## src/rtl/a5_pkg.sv

```systemverilog
`default_nettype none
// ============================================================================
// Module      : a5_pkg
// Description : Shared types and constants for the A5/1 session sequencer:
//               FSM state encoding, LFSR geometry and default session sizes.
// Revision    : 1.0 - initial release
// ============================================================================
package a5_pkg;

    // Session state encoding
    typedef enum logic [2:0] {
        IDLE   = 3'd0,
        CLEAR  = 3'd1,
        KEY    = 3'd2,
        FRAME  = 3'd3,
        MIX    = 3'd4,
        STREAM = 3'd5,
        DONE   = 3'd6
    } state_t;

    // LFSR lengths
    localparam int c_R1_LEN = 19;
    localparam int c_R2_LEN = 22;
    localparam int c_R3_LEN = 23;

    // Clocking (sync) bit positions
    localparam int c_R1_SYNC = 8;
    localparam int c_R2_SYNC = 10;
    localparam int c_R3_SYNC = 10;

    // Feedback tap masks
    localparam logic [c_R1_LEN-1:0] c_R1_TAPS = 19'h7_2000;
    localparam logic [c_R2_LEN-1:0] c_R2_TAPS = 22'h30_0000;
    localparam logic [c_R3_LEN-1:0] c_R3_TAPS = 23'h70_0080;

    // Default session sizes
    localparam int c_DEF_KEYLEN      = 64;
    localparam int c_DEF_FRAMENUMLEN = 22;
    localparam int c_DEF_MIXCYCLES   = 100;
    localparam int c_DEF_STREAMLEN   = 228;

    // Three-input majority vote
    function automatic logic maj3(input logic a, input logic b, input logic c);
        return (a & b) | (a & c) | (b & c);
    endfunction

    // Larger of two integers, used to size counters
    function automatic int max2(input int a, input int b);
        return (a > b) ? a : b;
    endfunction

endpackage
`default_nettype wire

```

## src/rtl/a5_majority.sv

```systemverilog
`default_nettype none
// ============================================================================
// Module      : a5_majority
// Description : Majority clocking rule. A register steps when its clocking
//               bit agrees with the majority of the three clocking bits.
// Revision    : 1.0 - initial release
// ============================================================================
module a5_majority
    import a5_pkg::*;
(
    input  logic [2:0] sync,
    input  logic       en,
    output logic [2:0] step
);

    logic w_maj;

    // Step every register whose clocking bit matches the majority
    always_comb begin
        w_maj = maj3(sync[0], sync[1], sync[2]);
        step  = 3'b000;
        if (en) begin
            step = ~(sync ^ {3{w_maj}});
        end
    end

endmodule
`default_nettype wire

```

## src/rtl/a5_session_sequencer.sv

```systemverilog
`default_nettype none
// ============================================================================
// Module      : a5_session_sequencer
// Description : Sequences one A5/1 keystream session (clear, key load, frame
//               load, mixing, keystream delivery) over three external
//               majority-clocked LFSRs, delivering ks_bit via valid/ready.
// Revision    : 1.0 - initial release
// ============================================================================
module a5_session_sequencer
    import a5_pkg::*;
#(
    parameter int KEYLEN      = c_DEF_KEYLEN,
    parameter int FRAMENUMLEN = c_DEF_FRAMENUMLEN,
    parameter int MIXCYCLES   = c_DEF_MIXCYCLES,
    parameter int STREAMLEN   = c_DEF_STREAMLEN
)(
    input  logic                   clock,
    input  logic                   reset,
    input  logic                   start,
    input  logic [KEYLEN-1:0]      key,
    input  logic [FRAMENUMLEN-1:0] frame,
    input  logic                   ready,
    input  logic [2:0]             sync,
    input  logic [2:0]             exposed,
    output logic                   clear,
    output logic                   load_en,
    output logic                   load_bit,
    output logic [2:0]             step,
    output logic                   ks_bit,
    output logic                   ks_valid,
    output logic                   busy,
    output logic                   done
);

    localparam int c_CNT_W = $clog2(max2(max2(KEYLEN, FRAMENUMLEN),
                                         max2(MIXCYCLES, STREAMLEN)));

    localparam logic [c_CNT_W-1:0] c_KEY_LAST    = c_CNT_W'(KEYLEN - 1);
    localparam logic [c_CNT_W-1:0] c_FRAME_LAST  = c_CNT_W'(FRAMENUMLEN - 1);
    localparam logic [c_CNT_W-1:0] c_MIX_LAST    = c_CNT_W'(MIXCYCLES - 1);
    localparam logic [c_CNT_W-1:0] c_STREAM_LAST = c_CNT_W'(STREAMLEN - 1);

    state_t                 r_state;
    state_t                 w_state_nxt;
    logic [c_CNT_W-1:0]     r_count;
    logic [c_CNT_W-1:0]     w_count_nxt;
    logic [KEYLEN-1:0]      r_key_sh;
    logic [FRAMENUMLEN-1:0] r_frame_sh;
    logic                   w_key_bit;
    logic                   w_frame_bit;
    logic                   w_xfer;
    logic                   w_maj_en;
    logic [2:0]             w_maj_step;

    // Shift-and-truncate selects the current bit without an oversized index
    assign w_key_bit   = 1'(r_key_sh >> r_count);
    assign w_frame_bit = 1'(r_frame_sh >> r_count);

    // Registers move only in MIX or on an accepted keystream transfer
    assign w_xfer   = (r_state == STREAM) && ready;
    assign w_maj_en = (r_state == MIX) || w_xfer;

    a5_majority u_majority (
        .sync (sync),
        .en   (w_maj_en),
        .step (w_maj_step)
    );

    // State and shared phase counter
    always_ff @(posedge clock or posedge reset) begin
        if (reset) begin
            r_state <= IDLE;
            r_count <= '0;
        end else begin
            r_state <= w_state_nxt;
            r_count <= w_count_nxt;
        end
    end

    // Shadow copies of key and frame, taken only when a session is accepted
    always_ff @(posedge clock or posedge reset) begin
        if (reset) begin
            r_key_sh   <= '0;
            r_frame_sh <= '0;
        end else if ((r_state == IDLE) && start) begin
            r_key_sh   <= key;
            r_frame_sh <= frame;
        end
    end

    // Next-state, counter and output decode
    always_comb begin
        w_state_nxt = r_state;
        w_count_nxt = r_count;
        clear       = 1'b0;
        load_en     = 1'b0;
        load_bit    = 1'b0;
        step        = 3'b000;
        ks_bit      = 1'b0;
        ks_valid    = 1'b0;
        done        = 1'b0;
        busy        = (r_state != IDLE);

        case (r_state)
            IDLE: begin
                w_count_nxt = '0;
                if (start) begin
                    w_state_nxt = CLEAR;
                end
            end
            CLEAR: begin
                clear       = 1'b1;
                w_state_nxt = KEY;
            end
            KEY: begin
                load_en  = 1'b1;
                load_bit = w_key_bit;
                step     = 3'b111;
                if (r_count == c_KEY_LAST) begin
                    w_count_nxt = '0;
                    w_state_nxt = FRAME;
                end else begin
                    w_count_nxt = r_count + 1'b1;
                end
            end
            FRAME: begin
                load_en  = 1'b1;
                load_bit = w_frame_bit;
                step     = 3'b111;
                if (r_count == c_FRAME_LAST) begin
                    w_count_nxt = '0;
                    w_state_nxt = MIX;
                end else begin
                    w_count_nxt = r_count + 1'b1;
                end
            end
            MIX: begin
                step = w_maj_step;
                if (r_count == c_MIX_LAST) begin
                    w_count_nxt = '0;
                    w_state_nxt = STREAM;
                end else begin
                    w_count_nxt = r_count + 1'b1;
                end
            end
            STREAM: begin
                ks_valid = 1'b1;
                ks_bit   = ^exposed;
                step     = w_maj_step;
                if (ready) begin
                    if (r_count == c_STREAM_LAST) begin
                        w_count_nxt = '0;
                        w_state_nxt = DONE;
                    end else begin
                        w_count_nxt = r_count + 1'b1;
                    end
                end
            end
            DONE: begin
                done        = 1'b1;
                w_state_nxt = IDLE;
            end
            default: begin
                w_count_nxt = '0;
                w_state_nxt = IDLE;
            end
        endcase
    end

endmodule
`default_nettype wire
```

## config.mk

```make
export PLATFORM = sky130hd
export DESIGN_NAME = a5_session_sequencer
export DESIGN_NICKNAME = d
export VERILOG_FILES = /design/src/rtl/a5_pkg.sv /design/src/rtl/a5_majority.sv /design/src/rtl/a5_session_sequencer.sv
export SDC_FILE = /design/constraint.sdc
export NUM_CORES = 1
export LEC_CHECK = 0
export ABC_AREA = 1
export CORE_UTILIZATION = 55
export DETAILED_ROUTE_END_ITERATION = 6
export DONT_BUFFER_PORTS = 1
export HOLD_SLACK_MARGIN = 0.12
export PLACE_DENSITY = 0.7
export SETUP_SLACK_MARGIN = 0.5
export SLEW_MARGIN = 20
export SYNTH_ARGS = -nofsm -noshare
export SYNTH_HDL_FRONTEND = slang
export SYNTH_SLANG_ARGS = --single-unit
export TNS_END_PERCENT = 10
```

## constraint.sdc

```tcl
create_clock -name clock -period 4.3 [get_ports clock]
set_input_delay 0.86 -clock clock [delete_from_list [all_inputs] [get_ports clock]]
set_output_delay 0.86 -clock clock [all_outputs]
set_load 0.03 [all_outputs]
```

# --- Word level (Yosys, flattened, before mapping) ---
# Cells that the tools add are included.
classes:
  n_addsub: 1
  n_eq_ne: 16
  shift: 2
  muxes: 21
  bitwise_logic: 8
  n_reduce_logical: 11
op_table:
  columns: ["op", "n"]
  rows:
  - ["$shr A64 B8 Y1", 1]
  - ["$mux W8", 5]
  - ["$pmux W8 S5", 1]
  - ["$shr A22 B8 Y1", 1]
  - ["$mux W3", 7]
  - ["$pmux W3 S6", 1]
  - ["$eq A3 B3 Y1 const B", 3]
  - ["$add A8 B1 Y8 const B", 1]
  - ["$eq A8 B5 Y1 const B", 1]
  - ["$eq A8 B6 Y1 const B", 1]
  - ["$eq A8 B7 Y1 const B", 1]
  - ["$eq A8 B8 Y1 const B", 1]
  - ["$ne A2 B2 Y1 const B", 4]
  - ["$eq A3 B2 Y1 const B", 2]
  - ["$pmux W3 S2", 1]
  - ["$reduce_and A6 Y1", 1]
  - ["$reduce_or A2 Y1", 3]
  - ["$mux W1", 5]
  - ["$ne A2 B1 Y1 const B", 2]
  - ["$and A1 B1 Y1", 3]
  - ["$eq A3 B1 Y1 const B", 1]
  - ["$logic_not A3 Y1", 1]
  - ["$not A3 Y3", 1]
  - ["$reduce_bool A3 Y1", 1]
  - ["other kinds (8)", 10]
totals:
  register_bits: 97
  inputBits: 96

# --- Depth between registers and ports, before layout ---
# Gate-level depths: netlist (run 1).
logic_depth:
  ltp_word: 7
  ltp_mapped: 15
  mapped_depth_nobuf: 13

# --- By module ---
# Synthesis (run 1) repeated with hierarchy kept, for this count alone.
hier_totals:
  hier_cells: 589
  hier_area_um2: 5006.1
modules_own_cells:
  columns: ["module", "n_inst", "cells_per_inst", "area_per_inst_um2", "seq_area_each_um2"]
  rows:
  - ["a5_session_sequencer", 1, 573, 4938.5, 2427.3]
  - ["a5_majority", 1, 16, 67.6, 0.0]

# --- Least setup slack after synthesis (run 1) ---
# Ideal clock, no wire load.
synth_path:
  path_kind: "reg2out"
  start: "reg r_state[1]"
  end: "out load_bit"
  arrival_ns: 1.838
  slack_ns: 1.602
  stages_incl_launch_ff: 7
  path_buffers: 0
  path_cell_list: "dfrtp_1 > inv_2 > nor2_1 > o211ai_1 > a21oi_1 > nand2_1 > nor2_1"
synth_via:
  elab_chain_cells: 2
  elab_cells_between_ends: 3
  cone_classes: "2 x eq/ne; 1 x mux"
synth_rtl:
  columns: ["element", "line", "text"]
  rows:
  - ["start, declared", "a5_session_sequencer.sv:43", "state_t r_state;"]
  - ["start signal, assigned", "a5_session_sequencer.sv:75", "r_state <= w_state_nxt;"]
  - ["$eq A3 B2 Y1", "a5_session_sequencer.sv:104", "case (r_state)"]
  - ["$pmux W1 S2 (*)", "a5_session_sequencer.sv:104", null]
  - ["end, declared", "a5_session_sequencer.sv:27", "output logic load_bit,"]
# Every way passes the cells marked *; elsewhere a longest branch is shown, timed or not.

# --- Worst setup path in the final report (run 1) ---
layout_path:
  start: "reg r_count[1]"
  end: "out load_bit"
layout_via:
  elab_chain_cells: 2
  elab_cells_between_ends: 3
  cone_classes: "2 x shift; 1 x mux"
layout_rtl:
  columns: ["element", "line", "text"]
  rows:
  - ["start, declared", "a5_session_sequencer.sv:45", "logic [c_CNT_W-1:0] r_count;"]
  - ["start signal, assigned", "a5_session_sequencer.sv:76", "r_count <= w_count_nxt;"]
  - ["$shr A64 B8 Y1 / $shr A22 B8 Y1 (equally long branches)", "a5_session_sequencer.sv:56, a5_session_sequencer.sv:57", null]
  - ["$pmux W1 S2 (*)", "a5_session_sequencer.sv:104", null]
# Marks and branches as above.

==> results of run 1 <==
## logic make-up (layout without fill, tap and decap cells)
| group | Yosys count | count (layout) | synth area share (%) |
|---|---|---|---|
| flops | 97 | 97 | 48.23 |
| compound gates | 81 | 81 | 8.479 |
| simple gates | 269 | 269 | 23.47 |
| buf+inv | 90 | 83 | 7.881 |
| xor+xnor | 4 | 4 | 0.6963 |
| fa+ha+maj | 2 | 2 | 0.4972 |
| mux | 48 | 48 | 10.74 |
## per-stage QoR
step                      util (%)  cell area [sq um]  total power, W  std cells
after floorplan                  -               5032        0.002969        591
after global placement       57.47               5061        0.003253        676
after detailed placement     57.47               5061        0.003313        676
after CTS                    59.80               5266        0.003923        692
after global routing         59.83               5269        0.004223        692
final                        59.83               5269        0.003911        692
## power breakdown
part	internal [W]	switching, W
clock network	0.000286	0.000326
logic	0.000669	0.00108
registers	0.00133	0.000226
## state kept, by name, indices dropped and copies added (netlist names)
name        cells
r_frame_sh     22
r_key_sh       64
r_count         8
r_state         3
## cell usage in the layout (no fill, tap or decap), types with 3 or more instances in the layout
master / netlist / final
a21oi_1: 49 / 49
nor2_1: 68 / 67
buf_4: 3 / 5
o211ai_1: 3 / 3
inv_4: 2 / 3
o21ai_1: 3 / 3
nor3_1: 3 / 3
xor2_1: 3 / 3
inv_1: 59 / 58
o21ai_0: 20 / 20
nand2_1: 135 / 135
nand3_1: 48 / 47
clkbuf_8: 0 / 10
mux2_2: 48 / 48
dfrtp_1: 97 / 97
## metal layers
layer  up-vias  GRT usage (%)  share of wire, %
met3        11          6.547               7.5
li1       1883              -                 -
met4         0          5.944              0.95
met2       123          38.79                46
met1      1818          33.64                45
met5         -              0                 0
## critical path, cell delays in order, from the launching register on
cell,delay [ns]
dfrtp_1,0.68
inv_1,0.35
nor2_2,0.34
nand3_1,0.11
nand2_1,0.08
o21ai_0,0.10
nand3_1,0.09
nand2_1,0.06
a21oi_1,0.17
nor2_1,0.09
buf_4,0.17
## path summary, 6_finish.rpt
check,cells past startpoint,end,slack [ns]
min in group asynchronous,1,r_key_sh[19],0.57
setup reg to reg,5,r_key_sh[3],1.76
hold / removal,1,r_key_sh[30],0.51
setup / recovery,10,load_bit,0.83
hold reg to reg,1,r_key_sh[30],0.51
max in group asynchronous,2,r_frame_sh[0],2.86
## final cells by class
type / count / area, sq um / share of cell area (%)
Clock buffer: 10 / 137.6 / 2.612
Clock inverter: 6 / 67.56 / 1.282
Inverter: 62 / 240.2 / 4.559
Multi-Input combinational cell: 404 / 2223 / 42.20
Sequential cell: 97 / 2427 / 46.07
Tap cell: 108 / 135.1 / 2.565
Timing Repair Buffer: 5 / 37.54 / 0.7124
==> reports/summary.txt, run 1 <==
Cells after Synth = 591
HPWL Detailed = 7.527 mm
Row Count = 34
core area = 8806 sq um
Post-CTS Resized = 0
Layout fillers = 810
final hold vios = 0
r2r startpoint = r_state[0]
top post-synthesis cells by count = nand2_1, dfrtp_1, nor2_1
Worst Path Required = 3.44 ns
Routed Antenna Nets = 0
worst setup margin = 0.8296 ns
post-detailed-route DRC marker count = 14
failing checks = DRC
Synth-to-Final Area Change = 4.699%
crit path from = r_count[1]
Pins Over Slew Limit = 0
post-layout min period = 3.470 ns
actual slew at the worst max-slew pin = 0.9760 ns
RSZ-0062 raised after global routing = no
crit path launch type = register
vias in the first global route = 3863
Worst Path Max Fanout = 14
final setup violation count = 0
Worst-path clk slew = 0.09 ns
register area share after synthesis = 48.23%
final hold slack = 0.5105 ns
post-synth top area cell = dfrtp_1
CP Capture Type = primary output
Static Leakage = 2.542 nW
initial antenna violation count = 0
routed wire length = 10.91 mm
Setup Fix Bufs, Post-CTS = 0
Syn Area/Cell = 8.515 sq um
Initial Util = 57.15%
gr usage total = 24.50%
Yosys cell types = 35
dpl ws = 1.161 ns
clock skew = 0.007959 ns
DIE AREA = 9537 sq um
Avg WL per Cell = 15.77 microns
critical path type = register to primary output
Layout Nets = 677
Worst EP arrival = 2.61 ns
top-level port count = 106
most area-consuming cells after synthesis = dfrtp_1, mux2_2, nand2_1
Worst slew margin = 34.93%
Netlist Area Pre-Place = 5032 sq um
period utilization = 80.71%
GRT overflow = 0
I/O Buffers = 0
synthesized net count = 689
Root Buffer Master = clkbuf_8
pin count of the biggest net entering global routing = 78
H-Tree Level Count = 3
diodes inserted = 0
asr flop ratio synth = 100.0%
fmax = 288.2 MHz
Die X = 97.66 microns
synthesized flop and latch total = 97
Max Root-Sink Buffers = 2
Power Dens Cells = 742.3 nW/um^2
hold wc startpoint = r_key_sh[30]
status = complete, but fails checks
top-count cell post-synth = nand2_1
setup TNS = 0 ns
max-cap check violation count = 0
Clock Sinks = 97
top_reg_cell synth = dfrtp_1
worst vdd ir = 382.6 uV
fraction of layout cells with a size suffix above 1 = 14.90%
clock latency on the worst-skew pair = 0.36 ns
first-pass GRT wire length = 18.50 mm
CTS tree = yes
DR vias/cell = 5.542
DR pass1 iterations = 7
total CTS buffers = 9
synth warn = 0
vias after detailed routing = 3835
chip height = 97.66 microns
hold buffers post-CTS = 0
share of the synthesized area in the top cell type = 48.23%
DR iter-0 viols = 274
RD Place Congestion = 0.8872
Post-synth EDFFs = 0
worst hold path class = register to register
(Power assumes the default switching activity.)
==> run 2, diff against run 1 <==
clock period = 3.3 ns   (was 4.3 ns; I/O delays follow)
==> run 2 against run 1 <==
  * The flow still finishes with violations (DRC)
  * Count of clock-buffer cells in the layout unchanged
  * Critical path depth up 1
  * Sequential power up 31%
  * Flip-flop and latch count unchanged
  * Non-clock buffer count up 24
  * Sequential share of layout area down 2.9 points
  * Worst setup slack worse by 0.28 ns
  * Routed wire length up 7.3%
  * Critical path type unchanged
  * Critical endpoint unchanged
  * Largest power group unchanged
==> reports/summary.txt, run 2 (synthesis gave the netlist of run 1 again) <==
commonest non-fill, non-tap cells in the layout = nand2_1, dfrtp_1, nor2_1
total CTS buffers = 9 (unchanged)
Inst Count DP = 680 (+0.59%)
dpl ws = 0.5819 ns (-0.5789 ns)
Row Count = 34 (unchanged)
Worst Path Max Fanout = 10 (-4)
Gate power share = 49.8% (+5.2 points)
Final Non-Filler Cells = 719 (+3.9%)
RSZ-0062 raised after global routing = yes
fmax = 364.0 MHz
setup TNS = 0 ns (unchanged)
routed wire length = 11.70 mm (+7.3%)
Layout fillers = 746 (-7.9%)
Clock Sinks = 97 (unchanged)
post-layout min period = 2.747 ns
period utilization = 83.24%
initial antenna violation count = 0 (unchanged)
final hold slack = 0.2859 ns (-0.2246 ns)
GRT overflow = 0 (unchanged)
Initial Util = 57.15% (unchanged)
CP Capture Type = primary output
Tot Pwr = 0.005523 W (+41%)
HPWL Detailed = 7.842 mm (+4.2%)
Max Root-Sink Buffers = 2 (unchanged)
DIE AREA = 9537 sq um (unchanged)
Layout Nets = 704 (+4.0%)
CP max stage delay = 0.45 ns (-0.23 ns)
vias in the first global route = 4074 (+5.5%)
Top Registers = r_key_sh (64), r_frame_sh (22), r_count (8)
critical path type = register to primary output
final hold vios = 0 (unchanged)
diodes inserted = 0 (unchanged)
Most flops, register = r_key_sh
H-Tree Level Count = 3 (unchanged)
cells along the critical path = clkinvlp_4, buf_12, nand2_1, nand3_1, nand2_1, o21ai_0, nand3_1, a21oi_2, nand2_1, nor2_2, buf_6
area of the multi-input gates = 2285 sq um (+2.8%)
slowest CP cell = dfrtp_2
DR pass1 iterations = 7 (unchanged)
top-level port count = 106 (unchanged)
worst hold path class = input pin to async pin
status = complete, but fails checks
Worst EP arrival = 2.09 ns (-0.52 ns)
max-cap check violation count = 0 (unchanged)
Worst slew margin = 46.22% (+11 points)
Static Leakage = 2.676 nW (+5.3%)
failing checks = DRC
r2r startpoint = r_state[0]
chip height = 97.66 microns (unchanged)
Worst Path Required = 2.64 ns (-0.80 ns)
clock share of power = 13.4% (-2.3 points)
Pins Over Slew Limit = 0 (unchanged)
sequential share of power = 36.8% (-2.9 points)
actual slew at the worst max-slew pin = 0.8050 ns (-0.1710 ns)
Power Dens Cells = 980.1 nW/um^2 (+32%)
fraction of layout cells with a size suffix above 1 = 20.79% (+5.9 points)
pin count of the biggest net entering global routing = 96 (+23%)
final setup violation count = 0 (unchanged)
Routed Antenna Nets = 0 (unchanged)
P_sw = 0.002325 W (+43%)
max reg flops = 64 (unchanged)
vias after detailed routing = 4084 (+6.5%)
I/O Buffers = 0 (unchanged)
most common cell after layout, fill and taps aside = nand2_1
Root Buffer Master = clkbuf_8
RD Place Congestion = 0.8784 (-0.99%)
gr usage total = 26.00% (+1.5 points)
post-detailed-route DRC marker count = 12 (-2)
crit path launch type = register
worst vdd ir = 454.6 uV (+19%)
Die X = 97.66 microns (unchanged)
Sw Share = 42.10% (+0.46 points)
most frequent CP cell = nand2_1
core area = 8806 sq um (unchanged)
crit path from = r_count[0]
first-pass GRT wire length = 19.40 mm (+4.9%)
Synth-to-Final Area Change = 11.98%
Avg WL per Cell = 16.27 microns (+3.2%)
Pint = 0.003198 W (+40%)
worst setup margin = 0.5530 ns (-0.2766 ns)
Reg area = 2435 sq um (+0.31%)
hold buffers post-CTS = 0 (unchanged)
DR iter-0 viols = 288 (+5.1%)
DR vias/cell = 5.680 (+2.5%)
clock latency on the worst-skew pair = 0.38 ns (+0.02 ns)
clock skew = 0.01347 ns (+0.005514 ns)
CTS tree = yes
Worst-path clk slew = 0.10 ns (about the same)
-- run 2: cell types whose count changed in the layout (fill, tap and decap cells not counted), sizes merged --
cell      previous run  this run
buf                  5        28
clkinvlp             2         7
clkinv               3         1
inv                 62        60
nand3               51        53
bufinv               1         0
clkbuf              10        11
nor2                71        72
-- run 2: routing by layer --
| layer | routed length, microns | up-vias | track usage (%) |
|---|---|---|---|
| met5 | 0 | - | 0 |
| met4 | 222 | 0 | 10.84 |
| met3 | 950 | 24 | 7.626 |
| met2 | 5502 | 187 | 40.64 |
| met1 | 5026 | 1932 | 33.84 |
| li1 | - | 1941 | - |
-- run 2: worst max-delay path: cells and delay by family (launching register included) --
kind	cells	cell delay (ns)
AO/OA/AOI/OAI	2	0.29
buffers and inverters	3	0.45
AND/OR/NAND/NOR	6	0.53
flip-flops	1	0.45
-- run 2: power groups by stage --
stage               Sequential [W]  Clock (W)  Combinational (W)
global placement           0.00204          0            0.00228
CTS                        0.00202   0.000756            0.00267
detailed placement         0.00206          0            0.00234
floorplan                  0.00192          0            0.00194
global route               0.00209   0.000800            0.00304
finish                     0.00203   0.000740            0.00275
-- run 2: area by class of cell --
cell class | instances | share of cell area (%)
well taps | 108 | 2.398
clock inverters | 6 | 0.8659
inverters | 62 | 4.529
repair buffers | 29 | 6.017
flip-flops and latches | 97 | 43.21
multi-input cells | 407 | 40.54
clock buffers | 10 | 2.442
-- run 2: path summary, 6_finish.rpt --
| check | to | slack (ns) | depth (start not counted) |
|---|---|---|---|
| setup / recovery | load_bit | 0.55 | 11 |
| hold / removal | r_key_sh[56] | 0.29 | 1 |
| setup reg to reg | r_key_sh[24] | 1.18 | 5 |
| hold reg to reg | r_key_sh[61] | 0.52 | 1 |
| max in group asynchronous | r_count[0] | 2.24 | 2 |
| min in group clock | r_key_sh[51] | 0.43 | 1 |
-- run 2: timing repair --
item / in CTS / in global routing
gates resized for setup: 14 / 10
gates cloned: 2 / 2
endpoints found under the setup margin: 1 / 4
buffers inserted: 18 / 1
pin swaps: 2 / 3
-- run 2: stage by stage --
step	area (sq um)	util, %
after floorplan	5036	-
after global placement	5130	58.26
after detailed placement	5130	58.26
after CTS	5563	63.17
after global routing	5635	64.00
final	5635	64.00
